`config.mk`:
```
export PLATFORM = sky130hd
export DESIGN_NAME = input_debouncer
export DESIGN_NICKNAME = d
export VERILOG_FILES = /design/src/rtl/input_debouncer.sv
export SDC_FILE = /design/constraint.sdc
export NUM_CORES = 1
export LEC_CHECK = 0
export ABC_CLOCK_PERIOD_IN_PS = 4600
export CORE_ASPECT_RATIO = 1.1
export CORE_MARGIN = 2
export CORE_UTILIZATION = 61
export DETAILED_ROUTE_END_ITERATION = 8
export GPL_TIMING_DRIVEN = 0
export MAX_ROUTING_LAYER = met4
export PLACE_DENSITY = 0.85
export SLEW_MARGIN = 10
export SYNTH_ARGS = -nofsm -noshare
export SYNTH_HDL_FRONTEND = slang
export SYNTH_SLANG_ARGS = --single-unit
```
`constraint.sdc`:
```
create_clock -name clk -period 4.6 [get_ports clk]
set_clock_uncertainty 0.1 [all_clocks]
set_input_delay 0.92 -clock clk [delete_from_list [all_inputs] [get_ports clk]]
set_output_delay 0.92 -clock clk [all_outputs]
set_load 0.05 [all_outputs]
```
`src/rtl/input_debouncer.sv`:
```
// input_debouncer: synchronises and debounces the raw board buttons and slide
// switches against a shared sample tick, and publishes stable levels plus
// single-cycle edge pulses.
//
// Ports:
//   clk          board clock, all state on the rising edge
//   rstn         asynchronous active-low reset
//   btn_i        raw push-buttons (asynchronous to clk)
//   sw_i         raw slide switches (asynchronous to clk)
//   BTN_out      debounced button levels
//   SW_out       debounced switch levels
//   btn_press    one-cycle pulse per bit on a debounced 0->1 button edge
//   btn_release  one-cycle pulse per bit on a debounced 1->0 button edge
//   sw_change    one-cycle pulse per bit on any debounced switch edge
//   tick_o       sample-tick strobe
module input_debouncer #(
    parameter int unsigned N_BTN        = 5,
    parameter int unsigned N_SW         = 16,
    parameter int unsigned TICK_DIV     = 100000,
    parameter int unsigned STABLE_TICKS = 5
) (
    input  logic             clk,
    input  logic             rstn,
    input  logic [N_BTN-1:0] btn_i,
    input  logic [N_SW-1:0]  sw_i,
    output logic [N_BTN-1:0] BTN_out,
    output logic [N_SW-1:0]  SW_out,
    output logic [N_BTN-1:0] btn_press,
    output logic [N_BTN-1:0] btn_release,
    output logic [N_SW-1:0]  sw_change,
    output logic             tick_o
);

    localparam int unsigned N_IN = N_BTN + N_SW;
    localparam int unsigned PW   = (TICK_DIV > 1) ? $clog2(TICK_DIV) : 1;
    localparam int unsigned CW   = $clog2(STABLE_TICKS + 1);

    // Buttons occupy the low bits, switches the high bits of the shared vector.
    logic [N_IN-1:0] w_raw;
    assign w_raw = {sw_i, btn_i};

    logic [N_IN-1:0] r_sync1;
    logic [N_IN-1:0] r_sync2;
    logic [N_IN-1:0] r_stable;
    logic [CW-1:0]   r_cnt [N_IN];
    logic [PW-1:0]   r_presc;
    logic            r_tick;
    logic [N_BTN-1:0] r_press;
    logic [N_BTN-1:0] r_release;
    logic [N_SW-1:0]  r_change;

    logic [N_IN-1:0] w_stable_nxt;
    logic [CW-1:0]   w_cnt_nxt [N_IN];
    logic [N_IN-1:0] w_accept;
    logic [N_IN-1:0] w_rise;
    logic [N_IN-1:0] w_fall;

    // Two-flop synchroniser per input bit.
    always_ff @(posedge clk or negedge rstn) begin
        if (!rstn) begin
            r_sync1 <= '0;
            r_sync2 <= '0;
        end else begin
            r_sync1 <= w_raw;
            r_sync2 <= r_sync1;
        end
    end

    // Free-running prescaler; the tick register is armed one count early so
    // it is high exactly while the counter sits at TICK_DIV-1.
    always_ff @(posedge clk or negedge rstn) begin
        if (!rstn) begin
            r_presc <= '0;
            r_tick  <= 1'b0;
        end else begin
            if (r_presc == PW'(TICK_DIV - 1)) begin
                r_presc <= '0;
            end else begin
                r_presc <= r_presc + PW'(1);
            end
            r_tick <= (r_presc == PW'(TICK_DIV - 2));
        end
    end

    // Per-bit debounce decision, only evaluated on tick cycles.
    always_comb begin
        w_stable_nxt = r_stable;
        w_cnt_nxt    = r_cnt;
        w_accept     = '0;
        if (r_tick) begin
            for (int i = 0; i < int'(N_IN); i++) begin
                if (r_sync2[i] == r_stable[i]) begin
                    w_cnt_nxt[i] = '0;
                end else if (r_cnt[i] == CW'(STABLE_TICKS - 1)) begin
                    w_stable_nxt[i] = r_sync2[i];
                    w_cnt_nxt[i]    = '0;
                    w_accept[i]     = 1'b1;
                end else begin
                    w_cnt_nxt[i] = r_cnt[i] + CW'(1);
                end
            end
        end
    end

    assign w_rise = w_accept & r_sync2;
    assign w_fall = w_accept & ~r_sync2;

    // Stable levels, counters and edge pulses all update on the same edge,
    // so a pulse coincides with the first cycle of the new level.
    always_ff @(posedge clk or negedge rstn) begin
        if (!rstn) begin
            r_stable  <= '0;
            r_press   <= '0;
            r_release <= '0;
            r_change  <= '0;
            for (int i = 0; i < int'(N_IN); i++) begin
                r_cnt[i] <= '0;
            end
        end else begin
            r_stable  <= w_stable_nxt;
            r_press   <= w_rise[N_BTN-1:0];
            r_release <= w_fall[N_BTN-1:0];
            r_change  <= w_accept[N_IN-1:N_BTN];
            for (int i = 0; i < int'(N_IN); i++) begin
                r_cnt[i] <= w_cnt_nxt[i];
            end
        end
    end

    assign BTN_out     = r_stable[N_BTN-1:0];
    assign SW_out      = r_stable[N_IN-1:N_BTN];
    assign btn_press   = r_press;
    assign btn_release = r_release;
    assign sw_change   = r_change;
    assign tick_o      = r_tick;

endmodule

```
## Word level (Yosys, flattened, before mapping)

Index checks and enable logic that the tools add are counted.
Widths: inputs -> output; s select.

| storage, ports and cells | value |
|---|---|
| output and inout port bits | 48 |
| flip-flop bits (word level) | 170 |
| input port bits | 23 |

| cells by class | value |
|---|---|
| add/subtract/negate cells | 22 |
| reductions and logical operators | 21 |
| bitwise gates (word level) | 24 |
| equal/unequal tests | 44 |
| mux-type cells | 86 |

Operators by type and width:

| operator | number |
|---|---|
| $mux 3 | 42 |
| $add 3x1->3 const B | 21 |
| $eq 3x3->1 const B | 21 |
| $reduce_and 3->1 | 21 |
| $mux 1 | 42 |
| $eq 17x17->1 const B | 2 |
| $eq 1x1->1 | 21 |
| $mux 21 | 1 |
| $not 1->1 | 21 |
| $add 17x1->17 const B | 1 |
| $mux 17 | 1 |
| $and 5x5->5 | 2 |
| $not 5->5 | 1 |

## Longest topological paths before layout

Gate-level depths: netlist of the first run.

| logic depth | value |
|---|---|
| depth in word-level cells | 5 |
| depth in mapped cells | 6 |

## Least setup slack after synthesis of the first run

Ideal clock, no wire load.

| timing path | value |
|---|---|
| kind | register to register |
| start point | reg r_tick, in the netlist tick_o |
| end point | reg r_stable[17] |
| path buffers | 2 |
| data arrival time | 1572 ps |
| path slack | 2804 ps |
| stages on the path, launching flop included | 5 |
| cells stage by stage | dfrtp_1 > buf_4 > buf_2 > and4_1 > mux2_2 |

| on the way | value |
|---|---|
| word-level cells in the longest chain between the ends | 1 |

RTL lines:

| item | line | source |
|---|---|---|
| from (decl) | 47 | `logic r_tick;` |
| from (signal assigned) | 81 | `r_tick <= (r_presc == PW'(TICK_DIV - 2));` |
| $reduce_and 3->1 (no line) | -- |  |
| to (signal assigned) | 120 | `r_stable <= w_stable_nxt;` |
| to (decl) | 44 | `logic [N_IN-1:0] r_stable;` |

No other way between the ends.
A chain may end at the register's enable or synchronous reset.

## Worst setup path after layout of the first run

| timing path | value |
|---|---|
| start point | reg r_tick, in the netlist tick_o |
| end point | out tick_o |

RTL lines:

| item | line | source |
|---|---|---|
| to (decl) | 31 | `output logic tick_o` |

No word-level cell between the ends.

==> run summary, run 1 <==
Routability-driven placement finished with a final weighted congestion of 0.769. The flow ran to the end, and the final reports show no timing, DRC or antenna violations. The run gives 0 as the number of antenna violations at the first check in global routing. For the share of total power in combinational logic, the log shows 0.022.

The initial standard-cell utilization of the core is 0.621. After detailed routing, the number of remaining DRC violations is 0. Path type of the worst setup path: reg -> out. Based on the critical path, the design can be clocked at up to 367 MHz. For the global-route wire length before repair, the log shows 24100 um.

For the sink count of the clock tree, the log shows 170. The total number of cells along the worst setup path is 1, and the quantity of gates resized following cts is 0. The switching share of power is 0.216. The endpoint identified for the worst register-to-register timing path is r_cnt[29]. Summed over all cells, the static leakage comes to 4.01 nW.

The run gives 0 as the number of hold violations in the final report. Data on the critical path is required at its endpoint by 3.58 ns. The number of buffer and inverter instances along the worst setup path works out to 1. The largest stage delay on the critical path works out to 0.85 ns. Power spread over the standard cell area amounts to 355 nW/um^2.

The count of cells in the finished layout, fillers not included, comes to 848. Summing all placed instances gives a cell area of 8020 um^2. Including well taps, the total number of placed cells is 816.

The clock insertion delay at the later pin of the skew report is 0.42 ns. The tools report the overall track demand over capacity in global routing as 0.260. The library cells used most frequently in the layout, excluding fill and tap cells, are sky130_fd_sc_hd__dfrtp_1, sky130_fd_sc_hd__clkdlybuf4s50_1, sky130_fd_sc_hd__o21ai_0. The standard cell core area is 11400 um^2, and the number of global-route vias before repair is 5091.

The worst path in the final design needs a cycle of 2.73 ns, including I/O delays and setup. For the final wirelength, the log shows 14700 um. In this run, post-CTS hold repair placed 0 buffers.

The die span in x was 107 um; the post-synthesis net count was 662. The tools report the number of levels in the clock H-tree as 4. The count of buffers inserted at the top-level ports came out at 70. At the pin with the least slew margin, the transition time is 0.651 ns. In this run the worst setup path begins at tick_o. In this run the post-CTS setup repair buffer count came out at 0. Setup violations remaining at the end of the flow were counted as 0. Sequential share of power: 0.497. The number of buffers created by CTS is 17. The run gives 595 as the number of instances in the synthesized netlist. The vertical extent of the die is 117 um, and the clock-pin slew on the worst setup and hold paths is 0.06 ns. TritonCTS built the clock tree. IR analysis of the VDD net gives a maximum drop of 0.000220 V.

The run gives 41 as the number of standard-cell rows in the floorplan. During synthesis, Yosys emitted a total of 0 warnings. Post-layout instance area: 8630 um^2.

The number of inserted diodes is 0, and the detailed-routing iteration count for the pre-antenna-repair pass is 5. Setup repair after global routing left no endpoint under its margin. The proportion of power drawn by the clock network was 0.481. Across the run, the number of max-cap violations was 0. Cell internal power was estimated by the tool at 2.40 mW. Once detailed placement completed, the half-perimeter wirelength came to 9510 um. On the critical path the largest part of the delay comes from buffers and inverters. For the headroom to the max-slew limit, the log shows 0.566. Traced cell by cell, the critical path runs through clkdlybuf4s50_1.

The master of the slowest instance on the critical path is sky130_fd_sc_hd__clkdlybuf4s50_1. In this run the cell area of the synthesized design comes to 7100 um^2. The logs give 2.32 ns for the minimum setup slack after placement and 4964 for the total via count after detailed routing.

The worst hold path was traced through 0 stages. For the total grt overflow, the log shows 0. A synthesized cell averages 11.9 um^2. The total net switching power was 0.662 mW.

The fraction of layout instances using a drive strength above 1 is 0.106, and the total count of max-transition violations in the final report is 0. The worst reg-to-reg setup slack came out at 2.69 ns. In the routed layout, each cell is associated on average with a via count of 5.85. Leaving out fill and tap cells, the most frequent cell in the layout is sky130_fd_sc_hd__dfrtp_1.

The maximum fanout count along the critical path was 6. The die covers 12500 um^2. Synthesis inferred 170 register bits.

The most critical setup path has its endpoint at tick_o. The detail route stage leaves a number of antenna-violating nets equal to 0. The number of buffers on the longest clock path was 2. The startpoint of the worst-slack reg-to-reg timing path is tick_o.

The worst-case reg-to-reg path depth is 5, and the area growth from synthesis to final layout is 21.6%. The detailed router finished its first iteration with 310 violations. Data arrives at the worst endpoint at 1.71 ns. STA classifies the critical path startpoint as a register.

The buffer type at the clock tree root is sky130_fd_sc_hd__clkbuf_16. The largest net degree at the start of global routing is 105, and the setup TNS after final layout is 0 ns. The count of nets after finishing came out at 752. The sequential-to-total area share from yosys stat was 0.599.

The tools report the nature of the critical path endpoint as an output pin. The path class of the tightest hold or removal check is reg -> reg. The per-cell routed wire length came out at 17.3 um. The share of the cycle needed by the critical path after routing is 0.593. The run gives 71 as the count of boundary I/O pins. The post-layout worst setup margin was 1.87 ns. The number of different library cells in the post-synthesis netlist is 36.
[kinds of logic (layout without fill, tap and decap cells)]
| family | count (synthesis) | in the layout | share of synthesized area |
|---|---|---|---|
| muxes | 21 | 21 | 0.0333 |
| adders and majority gates | 44 | 44 | 0.0775 |
| AOI/OAI and AO/OA | 103 | 103 | 0.0798 |
| and+or+nand+nor | 159 | 159 | 0.131 |
| xor gates and xnor gates | 36 | 36 | 0.0444 |
| buffers and inverters | 62 | 165 | 0.0351 |
| DFF | 170 | 170 | 0.599 |
[power groups by stage]
| stage | combinational, mW | clock, mW | sequential [mW] |
|---|---|---|---|
| detailed placement | 0.0681 | 0 | 1.55 |
| global placement | 0.0618 | 0 | 1.55 |
| floorplan | 0.0135 | 0 | 1.55 |
| CTS | 0.0690 | 1.49 | 1.52 |
| finish | 0.0667 | 1.48 | 1.52 |
| global route | 0.0761 | 1.56 | 1.52 |
[routing by layer]
| layer | up-vias | GRT usage | share of wire |
|---|---|---|---|
| li1 | 2242 | - | - |
| met1 | 2517 | 0.296 | 0.40 |
| met2 | 157 | 0.430 | 0.53 |
| met3 | 48 | 0.0620 | 0.044 |
| met4 | 0 | 0.141 | 0.036 |
| met5 | - | - | 0 |
[worst min-delay path by stage]
stage	slack, ns	startpoint	end
finish	0.25	r_sync1[13]	r_sync2[13]
global route	0.25	r_sync1[1]	r_sync2[1]
CTS	0.25	r_sync1[13]	r_sync2[13]
detailed placement	0.24	r_sync1[13]	r_sync2[13]
global placement	0.23	r_sync1[7]	r_sync2[7]
floorplan	0.23	r_sync1[0]	r_sync2[0]
[sequential cells by signal, indices dropped and copies added (netlist names)]
register,cells
r_sync2,21
sw_change,16
r_cnt,63
tick_o,1
r_stable,21
r_sync1,21
r_presc,17
btn_release,5
btn_press,5
[synthesized netlist by cell type]
cell	instances	area share
sky130_fd_sc_hd__xnor2_1	13	0.016
sky130_fd_sc_hd__buf_2	7	0.0049
sky130_fd_sc_hd__nand4_1	8	0.0070
sky130_fd_sc_hd__ha_1	44	0.078
sky130_fd_sc_hd__a21oi_1	19	0.013
sky130_fd_sc_hd__clkbuf_1	4	0.0021
sky130_fd_sc_hd__nand4_2	1	0.0018
sky130_fd_sc_hd__dfrtp_1	170	0.60
sky130_fd_sc_hd__nor2_2	2	0.0018
sky130_fd_sc_hd__a22o_1	8	0.0099
sky130_fd_sc_hd__mux2_2	21	0.033
sky130_fd_sc_hd__buf_4	2	0.0021
sky130_fd_sc_hd__nor3_1	13	0.0092
sky130_fd_sc_hd__and4b_1	1	0.0014
sky130_fd_sc_hd__nor4_1	1	0.00088
sky130_fd_sc_hd__xor2_1	23	0.028
sky130_fd_sc_hd__nand2_1	25	0.013
sky130_fd_sc_hd__and4bb_2	1	0.0018
sky130_fd_sc_hd__a21o_1	1	0.0011
sky130_fd_sc_hd__nor2_1	13	0.0069
sky130_fd_sc_hd__nand4_4	1	0.0030
sky130_fd_sc_hd__inv_2	1	0.00053
sky130_fd_sc_hd__o21ai_0	62	0.044
sky130_fd_sc_hd__nor2b_1	1	0.00088
sky130_fd_sc_hd__o22ai_1	5	0.0044
sky130_fd_sc_hd__and3_1	12	0.011
sky130_fd_sc_hd__inv_1	48	0.025
sky130_fd_sc_hd__nor4_2	2	0.0035
sky130_fd_sc_hd__o21ai_1	3	0.0021
sky130_fd_sc_hd__and4_2	1	0.0014
sky130_fd_sc_hd__and4_1	6	0.0074
sky130_fd_sc_hd__and2_1	8	0.0070
sky130_fd_sc_hd__o31ai_1	5	0.0053
sky130_fd_sc_hd__nor3b_1	23	0.024
sky130_fd_sc_hd__nand3_2	1	0.0014
sky130_fd_sc_hd__nand3_1	39	0.027
[final cells by class]
| class | instances | area (um^2) |
|---|---|---|
| buffer | 13 | 65.1 |
| clock inverter | 15 | 185 |
| inverter | 49 | 184 |
| tap | 150 | 188 |
| clock buffer | 17 | 425 |
| timing repair buffer | 71 | 733 |
| sequential | 170 | 4250 |
| fill | 682 | 2810 |
| multi-input combinational | 363 | 2600 |
[stage by stage]
stage                     hold slack, ns  utilization  total power, mW
after floorplan                    0.231            -             1.56
after global placement             0.232        0.698             1.61
after detailed placement           0.236        0.701             1.62
after CTS                          0.251        0.755             3.09
after global routing               0.254        0.755             3.16
final                              0.250        0.755             3.07
Note: power is estimated with default switching activity, not from simulation.
==> run 2, diff against run 1 <==
- ABC_CLOCK_PERIOD_IN_PS: 4600 -> 2400
- CORE_UTILIZATION: 61 -> 51
- PLACE_DENSITY: 0.85 -> 0.75
- clock period: 4.6 -> 2.4 ns (I/O delays scaled with it)
==> run 2 against run 1 <==
Effect of this change:
- combinational power grew 93%
- register-to-register slack lost 2.1 ns
- total power grew 91%
- flip-flop and latch count is the same
- via count shrank 4.9%
- worst setup slack lost 1.8 ns
- count of clock-buffer cells in the layout grew 3
- global-route usage shrank 5.9 points
- critical path type unchanged
- largest cell class unchanged
==> run summary, run 2 (synthesis results as in run 1) <==
Maximum ir drop on the vdd rail: 0.000383 V. The initial standard-cell utilization of the core was 0.519. Setup repair after global routing left no endpoint under its margin. The flow ran to the end, and the final reports show no timing, DRC or antenna violations. For the number of hold violations in the final report, the log shows 0. The minimum setup slack after placement is 0.543 ns, and the vertical extent of the die is 128 um.

The run gives 103 as the largest net degree at the start of global routing. The number of global-route vias before repair came out at 4856. The peak clock frequency supported by timing came out at 438 MHz. The final critical delay including setup and external delays was 2.28 ns; the number of standard-cell rows in the floorplan was 45.

Walking the worst path, the cells encountered are clkdlybuf4s50_1. The repair_antennas step left the layout with diodes totalling 0. The total grt overflow is 0, and the number of nets still failing antenna checks after routing is 0. The worst hold slack is 0.246 ns, and the number of buffers created by CTS is 17.

The root buffer cell chosen for the clock tree is sky130_fd_sc_hd__clkbuf_16. For the arrival time at the worst endpoint, the log shows 1.70 ns. The worst setup path is launched from a register. TritonCTS built the clock tree. For the total count of max-transition violations in the final report, the log shows 0. Dividing the detail-routed wire length by the instance count gives 15.1 um. For this block, the routed nets add up to 13400 um of wire. The register with the most flip-flops in the layout has 63 of them.

The DRC violation count after routing is 0, and the placed cell count is 854. In this run the static leakage power is 4.02 nW. After layout, the design draws a total of 5.85 mW.

The worst hold path belongs to the class reg -> reg. CTS built an H-tree with a depth of 4. The path type of the worst setup path was reg -> out. The cell area power density was 672 nW/um^2; the number of DRC markers in iteration 0 was 249. The library cells used most frequently in the layout, excluding fill and tap cells, are sky130_fd_sc_hd__dfrtp_1, sky130_fd_sc_hd__clkdlybuf4s50_1, sky130_fd_sc_hd__o21ai_0. In this run the deepest clock path goes through 2 buffers.

Family of cells with the greatest summed delay on the critical path: buffers and inverters. Once the clock tree was built, the setup fixing pass inserted 0 buffers. The first global-routing pass estimated 22600 um of wire. The largest stage delay on the critical path was 0.85 ns; the count of nets after finishing was 753. In this run the horizontal extent of the chip is 117 um. The first TritonRoute pass finished after 4 iterations.

The final route contains 4723 vias. The number of antenna violations at the first check in global routing is 0, and the standard cell core area is 13700 um^2. The tree built by TritonCTS fans out to 170 sinks. Setup violations remaining at the end of the flow were counted as 0. For this run, the number of standard cells in the final layout without fillers is 887. r_cnt holds more flip-flops than any other register. The headroom to the max-slew limit was 0.621; the slew of the pin with the lowest slew margin was 0.568 ns. Leaving out fill and tap cells, the most frequent cell in the layout is sky130_fd_sc_hd__dfrtp_1.

The count of boundary I/O pins came out at 71. Clock-pin slew was measured on the worst setup and hold paths at 0.06 ns. The floorplan step defined a die boundary enclosing 14900 um^2. Max-cap violations in this run came to 0.

The post-layout worst setup margin is 0.115 ns, and the maximum fanout count along the critical path is 6. The number of vias per cell is 5.32. The fraction of layout instances using a drive strength above 1 works out to 0.106. For the final routed database, the setup TNS stands at 0 ns. The clock insertion delay at the later pin of the skew report is 0.43 ns, and the number of buffer and inverter instances along the worst setup path is 1. After legalization and detailed placement, the total HPWL measured 9130 um. Compared with the post-synthesis result, the final layout area differs by 22.4%. The worst endpoint required time was 1.82 ns; the share of the cycle needed by the critical path after routing was 0.952. The count of buffers inserted at the top-level ports was 70; the weighted congestion reported at the end of routability-driven placement was 0.748.

The run gives 0.201 as the overall track demand over capacity in global routing. For this design, the slowest cell found on the critical path is sky130_fd_sc_hd__clkdlybuf4s50_1. The tools report the nature of the critical path endpoint as an output pin.
-- run 2: metal layers --
layer | routed length, um | global-route usage | up-vias | share of wire
met5 | 0 | - | - | 0
met4 | 235 | 0.0826 | 0 | 0.018
met3 | 444 | 0.0435 | 18 | 0.033
met2 | 7090 | 0.334 | 88 | 0.53
met1 | 5640 | 0.239 | 2385 | 0.42
li1 | - | - | 2232 | -
-- run 2: report_power, final --
| part | internal [mW] | switching (mW) |
|---|---|---|
| sequential | 2.90 | 0.0182 |
| clock | 1.71 | 1.09 |
| combinational | 0.0509 | 0.0779 |
| total | 4.66 | 1.18 |
-- run 2: what timing repair did --
action	in CTS	in global routing
hold buffers	1	0
hold endpoints to repair	68	0
gates resized for setup	0	0
-- run 2: path summary, 6_finish.rpt --
| path | startpoint | to | slack, ns | depth (start not counted) |
|---|---|---|---|---|
| min in group asynchronous | rstn | btn_release[3] | 0.48 | 2 |
| worst min-delay path | r_sync1[20] | r_sync2[20] | 0.25 | 0 |
| max in group asynchronous | rstn | r_presc[10] | 0.86 | 3 |
| worst min register to register | r_sync1[20] | r_sync2[20] | 0.25 | 0 |
| worst max-delay path | tick_o | tick_o | 0.12 | 1 |
| worst max register to register | tick_o | r_stable[6] | 0.58 | 5 |
-- run 2: stage by stage --
step	cell area [um^2]	utilization
2_1_floorplan	7100	-
3_3_place_gp	8040	0.587
3_5_place_dp	8070	0.590
4_1_cts	8690	0.635
5_1_grt	8690	0.635
6_report	8690	0.635
-- run 2: area by class of cell --
type,count,area (um^2)
fillers,1058,4990
flip-flops and latches,170,4250
multi-input cells,363,2600
repair buffers,72,743
clock buffers,20,467
well taps,188,235
inverters,49,184
clock inverters,12,146
plain buffers,13,65.1
